`config.mk`:
```
export PLATFORM = sky130hd
export DESIGN_NAME = jts16_busarb
export DESIGN_NICKNAME = d
export VERILOG_FILES = /design/src/rtl/jts16_busarb_pkg.sv /design/src/rtl/jts16_rrpick.sv /design/src/rtl/jts16_busarb.sv
export SDC_FILE = /design/constraint.sdc
export NUM_CORES = 1
export LEC_CHECK = 0
export CAP_MARGIN = 10
export CORE_MARGIN = 2
export CORE_UTILIZATION = 28
export DETAILED_ROUTE_END_ITERATION = 12
export PLACE_DENSITY = 0.94
export SLEW_MARGIN = 0
export SYNTH_ARGS = -nofsm -noshare
export SYNTH_HDL_FRONTEND = slang
export SYNTH_SLANG_ARGS = --single-unit
```
`constraint.sdc`:
```
create_clock -name clk -period 1.7 [get_ports clk]
set_input_delay 0.34 -clock clk [delete_from_list [all_inputs] [get_ports clk]]
set_output_delay 0.34 -clock clk [all_outputs]
set_load 0.03 [all_outputs]
```
`src/rtl/jts16_busarb_pkg.sv`:
```
// jts16_busarb_pkg: shared state encoding and helpers for the sub-CPU bus arbiter.
package jts16_busarb_pkg;

    typedef enum logic [1:0] {IDLE, REQ, OWN, REL} state_t;

    localparam int MAXCH = 8;

    function automatic int sel_width(input int n);
        return n > 1 ? $clog2(n) : 1;
    endfunction

    function automatic logic [MAXCH-1:0] onehot(input int idx);
        return MAXCH'(1) << idx;
    endfunction

endpackage

```
`src/rtl/jts16_rrpick.sv`:
```
// jts16_rrpick: combinational round-robin picker, first request after last with wrap-around.
module jts16_rrpick #(
    parameter int NCH = 2,
    parameter int SW  = 1
)(
    input  logic [NCH-1:0] req,
    input  logic [SW-1:0]  last,
    output logic [SW-1:0]  sel,
    output logic           any
);

    logic [SW-1:0] idx;

    // Scan from the farthest candidate inward so the nearest one after last wins.
    always_comb begin
        sel = last;
        any = 1'b0;
        idx = last;
        for (int k = NCH; k >= 1; k--) begin
            idx = SW'((int'(last) + k) % NCH);
            if (req[idx]) begin
                sel = idx;
                any = 1'b1;
            end
        end
    end

endmodule

```
`src/rtl/jts16_busarb.sv`:
```
// jts16_busarb: 68000 BR/BG/BGACK arbiter with round-robin over NCH external masters
// and a combinational mux steering the owner onto the local bus.
module jts16_busarb
    import jts16_busarb_pkg::*;
#(
    parameter int NCH    = 2,
    parameter int AW     = 19,
    parameter int DW     = 16,
    parameter int MAXTEN = 0,
    parameter int GAP    = 1
)(
    input  logic              clk,
    input  logic              rst,
    input  logic              cen,
    input  logic              cpu_ASn,
    input  logic              cpu_BGn,
    output logic              cpu_BRn,
    output logic              cpu_BGACKn,
    input  logic [AW-1:0]     cpu_addr,
    input  logic [1:0]        cpu_dsn,
    input  logic              cpu_rnw,
    input  logic [DW-1:0]     cpu_dout,
    input  logic [NCH-1:0]    req,
    input  logic [NCH*AW-1:0] ext_addr,
    input  logic [NCH*2-1:0]  ext_dsn,
    input  logic [NCH-1:0]    ext_rnw,
    input  logic [NCH*DW-1:0] ext_dout,
    input  logic              bus_busy,
    output logic [NCH-1:0]    gnt,
    output logic [NCH-1:0]    ext_ok,
    output logic [AW-1:0]     bus_addr,
    output logic [1:0]        bus_dsn,
    output logic              bus_rnw,
    output logic [DW-1:0]     bus_dout
);

    localparam int            SW    = sel_width(NCH);
    localparam logic [SW-1:0] LAST0 = SW'(NCH - 1);
    localparam logic [7:0]    MAXT  = 8'(MAXTEN);
    localparam logic [3:0]    GAPV  = 4'(GAP);

    state_t         state;
    logic [SW-1:0]  sel, last, pick;
    logic           any, others, expire;
    logic [7:0]     tenure, ten_nx;
    logic [3:0]     gap;
    logic [NCH-1:0] gnt_d, sel_oh;

    jts16_rrpick #(.NCH(NCH), .SW(SW)) u_pick (
        .req  (req),
        .last (last),
        .sel  (pick),
        .any  (any)
    );

    assign sel_oh = NCH'(onehot(int'(sel)));
    assign others = |(req & ~sel_oh);
    assign ten_nx = tenure + {7'd0, tenure != 8'hff};
    // A waiting channel may preempt only once memory is idle, so no access is cut short.
    assign expire = (MAXTEN != 0) && (ten_nx >= MAXT) && others && !bus_busy;
    assign ext_ok = gnt & gnt_d & {NCH{~bus_busy}};

    assign bus_addr = cpu_BGACKn ? cpu_addr : ext_addr[int'(sel)*AW +: AW];
    assign bus_dsn  = cpu_BGACKn ? cpu_dsn  : ext_dsn[int'(sel)*2 +: 2];
    assign bus_rnw  = cpu_BGACKn ? cpu_rnw  : ext_rnw[sel];
    assign bus_dout = cpu_BGACKn ? cpu_dout : ext_dout[int'(sel)*DW +: DW];

    always_ff @(posedge clk) begin
        if (rst) begin
            state      <= IDLE;
            cpu_BRn    <= 1'b1;
            cpu_BGACKn <= 1'b1;
            gnt        <= '0;
            gnt_d      <= '0;
            sel        <= LAST0;
            last       <= LAST0;
            tenure     <= '0;
            gap        <= '0;
        end else begin
            gnt_d <= gnt;
            if (cen) begin
                case (state)
                    IDLE: if (any) begin
                        sel     <= pick;
                        cpu_BRn <= 1'b0;
                        state   <= REQ;
                    end
                    REQ: if (!req[sel]) begin
                        cpu_BRn <= 1'b1;
                        state   <= IDLE;
                    end else if (!cpu_BGn && cpu_ASn) begin
                        cpu_BGACKn <= 1'b0;
                        cpu_BRn    <= 1'b1;
                        gnt        <= sel_oh;
                        tenure     <= '0;
                        state      <= OWN;
                    end
                    OWN: begin
                        tenure <= ten_nx;
                        if (!req[sel] || expire) begin
                            cpu_BGACKn <= 1'b1;
                            gnt        <= '0;
                            last       <= sel;
                            gap        <= GAPV;
                            state      <= REL;
                        end
                    end
                    REL: begin
                        gap   <= gap - 4'd1;
                        state <= gap < 4'd2 ? IDLE : REL;
                    end
                endcase
            end
        end
    end

endmodule

```
==> out/qor.txt <==
Register area share after synthesis -> 0.1905
Share of cells above drive strength 1 -> 0.2857
CTS tree -> built
Critical-path maximum fanout -> 7
Row count -> 26
Worst Setup End Kind -> output port
Vias in the first global route -> 2,240
Syn Nets -> 327
Routed wl met3 -> 444 um
GPL Wtd Cong -> 0.8420
Dpl cells -> 433
Synth area leaders -> mux2i_1, dfxtp_1, o21ai_0
Hold Path Class -> reg2reg
Period utilization -> 1.004
Initial antenna violation count -> 0
Critical Path Start Type -> register
CP max stage cell -> dfxtp_4
F_max -> 586.0 MHz
Die W -> 76.49 um
Met2 WL -> 3895 um
TritonCTS Buffers -> 3
WS Path Type -> reg2out
Max Transition Viols Final -> 0
Run status -> finished with violations
CTS H-Tree Depth -> 1
Post-Synth Simple-Gate Area -> 0.1930
Final setup fails -> 2
Clk_skew -> 0.002646 ns
Post-synthesis mux area share -> 0.2968
Hold Fails Final Rpt -> 0
Main combinational cell family by area after synthesis -> multiplexers
Final core occ -> 0.6992
Setup WS post-layout -> -0.006436 ns
DRT Wirelength -> 6822 um
DRT antenna net count -> 0
# DRC -> 0
Routed wire per std cell -> 15.47 um
GRT Overall Usage -> 0.2218
CTS sink count -> 14
Largest area contributor in the netlist -> mux2i_1
Final worst path period need -> 1.706 ns
Via count -> 2,169
VDD IR max -> 0.0002812 V
Synth top area share -> 0.2789
Post-Syn Area -> 1471 sq um
Max-Cap Viols -> 0
Xor and xnor area share after synthesis -> 0
Pin count of the biggest net entering global routing -> 45
RSZ-0062 raised after global routing -> yes
Failing checks -> setup timing
Post-Syn Area per Cell -> 7.213 sq um
Area Overhead vs Synth -> 141.2%
FILL cells -> 405
WP data arrival -> 1.37 ns
Die Area -> 5851 sq um
CTS Buffer Depth -> 2
Starting Density -> 0.2899
Measured slew at the worst slew-check pin -> 0.4200 ns
Post-Synth Adder-Cell Area -> 0.008503
Metal-1 WL -> 2347 um
Diodes inserted -> 0
Dpl hpwl -> 5333 um
Leak pwr -> 1.652 nW
Drt pass-1 iters -> 4
Total Power -> 1.544 mW
CTS root buf -> clkbuf_8
Global-route wire length before repair -> 10,670 um
Max-slew headroom -> 0.7196
Crit path largest cell delay -> 0.43 ns
Clk_lat worst skew -> 0.24 ns
Cell Pwr Density -> 435.2 nW/um^2
Uppermost routed layer -> met4
Area of the core -> 5075 sq um
1st-iter DRT viols -> 77
Vias per std cell -> 4.918
Die H -> 76.49 um
Layout Cells excl Fill -> 441
Final #Nets -> 495
Compound-cell area share of the yosys netlist -> 0.2457
Mapped Cells -> 204
Post-synthesis register bit count -> 14
GR Overflow Total -> 0
I/O pins -> 166
CP Data Required Time -> 1.36 ns
I/O Buffers -> 165
Clock transition at path regs -> 0.06 ns
Synth Warn # -> 0
Yosys cell types -> 33
Worst path cell trace -> buf_12, mux2i_2, o21ai_1, buf_4
==> placed cells by master, fill, tap and decap left out, types with 2 or more instances in the layout <==
master / n
nand2b_1: 4
nor2b_1: 2
nand2_1: 40
clkbuf_8: 4
o21ai_1: 6
dfxtp_1: 12
o32ai_1: 2
a21oi_1: 5
mux2i_2: 7
inv_1: 6
buf_4: 38
nand3b_1: 2
mux2i_4: 4
o21ai_2: 30
clkdlybuf4s50_1: 124
buf_6: 10
mux2i_1: 30
nand3_1: 4
a21o_1: 4
buf_12: 6
o21ai_0: 7
dfxtp_4: 2
and3b_1: 3
==> cells in the mapped netlist (all sizes together) <==
library cell  instances
nand3                 4
nor3                  1
and3b                 3
nand2b                4
nor3b                 1
a21o                  4
nand3b                2
nand2                40
o31ai                 1
a211oi                1
o311ai                1
nor2b                 2
mux2                  2
or4b                  1
o21ai                43
clkbuf               11
a221oi                1
inv                   6
o21bai                1
a2bb2oi               1
a21oi                 5
or2                   1
ha                    1
mux2i                41
dfxtp                14
o32ai                 2
a211o                 1
o21a                  1
buf                   6
or3                   1
a41oi                 1
==> flip-flops by register name (all words and copies together) (netlist names) <==
signal	cells
gap	4
gnt	2
gnt_d	2
state	2
cpu_BGACKn	1
cpu_BRn	1
last	1
sel	1
==> through the flow <==
| step | worst slack, ns | setup TNS, ns | hold slack [ns] | instance area [sq um] |
|---|---|---|---|---|
| 2_1_floorplan | -0.1144 | -0.8630 | 0.4201 | 1580 |
| 3_3_place_gp | -0.1478 | -0.5157 | 0.4514 | 3293 |
| 3_5_place_dp | -0.1657 | -0.7333 | 0.4538 | 3293 |
| 4_1_cts | -0.06809 | -0.7554 | 0.4728 | 3391 |
| 5_1_grt | -0.06692 | -0.5566 | 0.4884 | 3548 |
| 6_report | -0.006436 | -0.008926 | 0.4683 | 3548 |
==> critical path, delay by kind of cell (launching register included) <==
family                 cells  cell delay (ns)
flip-flops                 1             0.43
multiplexers               1             0.26
AO/OA/AOI/OAI              1             0.09
buffers and inverters      2             0.34
==> worst paths after layout <==
| kind | cells after the start | to | slack, ns | startpoint |
|---|---|---|---|---|
| min reg2reg | 1 | cpu_BRn | 0.47 | cpu_BRn |
| min | 1 | cpu_BRn | 0.47 | cpu_BRn |
| max | 4 | bus_addr[2] | -0.006 | sel |
| max reg2reg | 4 | cpu_BGACKn | 0.10 | sel |
==> kinds of logic after synthesis <==
kind of cell | count (synthesis)
buffers and inverters | 23
adders and majority gates | 1
muxes | 43
DFF | 14
AOI/OAI and AO/OA | 63
and+or+nand+nor | 60
==> routing by layer <==
metal  vias up  track usage
met4         0      0.06364
met5         -            0
met2       105       0.4389
met3        12      0.04739
li1       1073            -
met1       979       0.2312
==> layout make-up <==
class	count	area (sq um)	area share
clock buffers	4	55.05	0.01551
inverters	6	22.52	0.006347
multi-input cells	167	1284	0.3618
flip-flops and latches	14	287.8	0.08110
well taps	70	87.58	0.02468
repair buffers	180	1812	0.5106
==> repair_timing <==
item | CTS | global route
buffers inserted | 0 | 2
hold buffers | 0 | 0
gates cloned | 1 | 1
resized for setup | 3 | 34
hold endpoints to repair | 0 | 0
setup endpoints to repair | 29 | 31
==> where the power goes <==
group	leakage (nW)	switching, mW	internal [mW]
logic	1.51	0.362	0.506
registers	0.114	0.0141	0.335
clock network	0.0288	0.122	0.205
total	1.65	0.499	1.05
No activity file was read; power rests on OpenSTA's default activity.
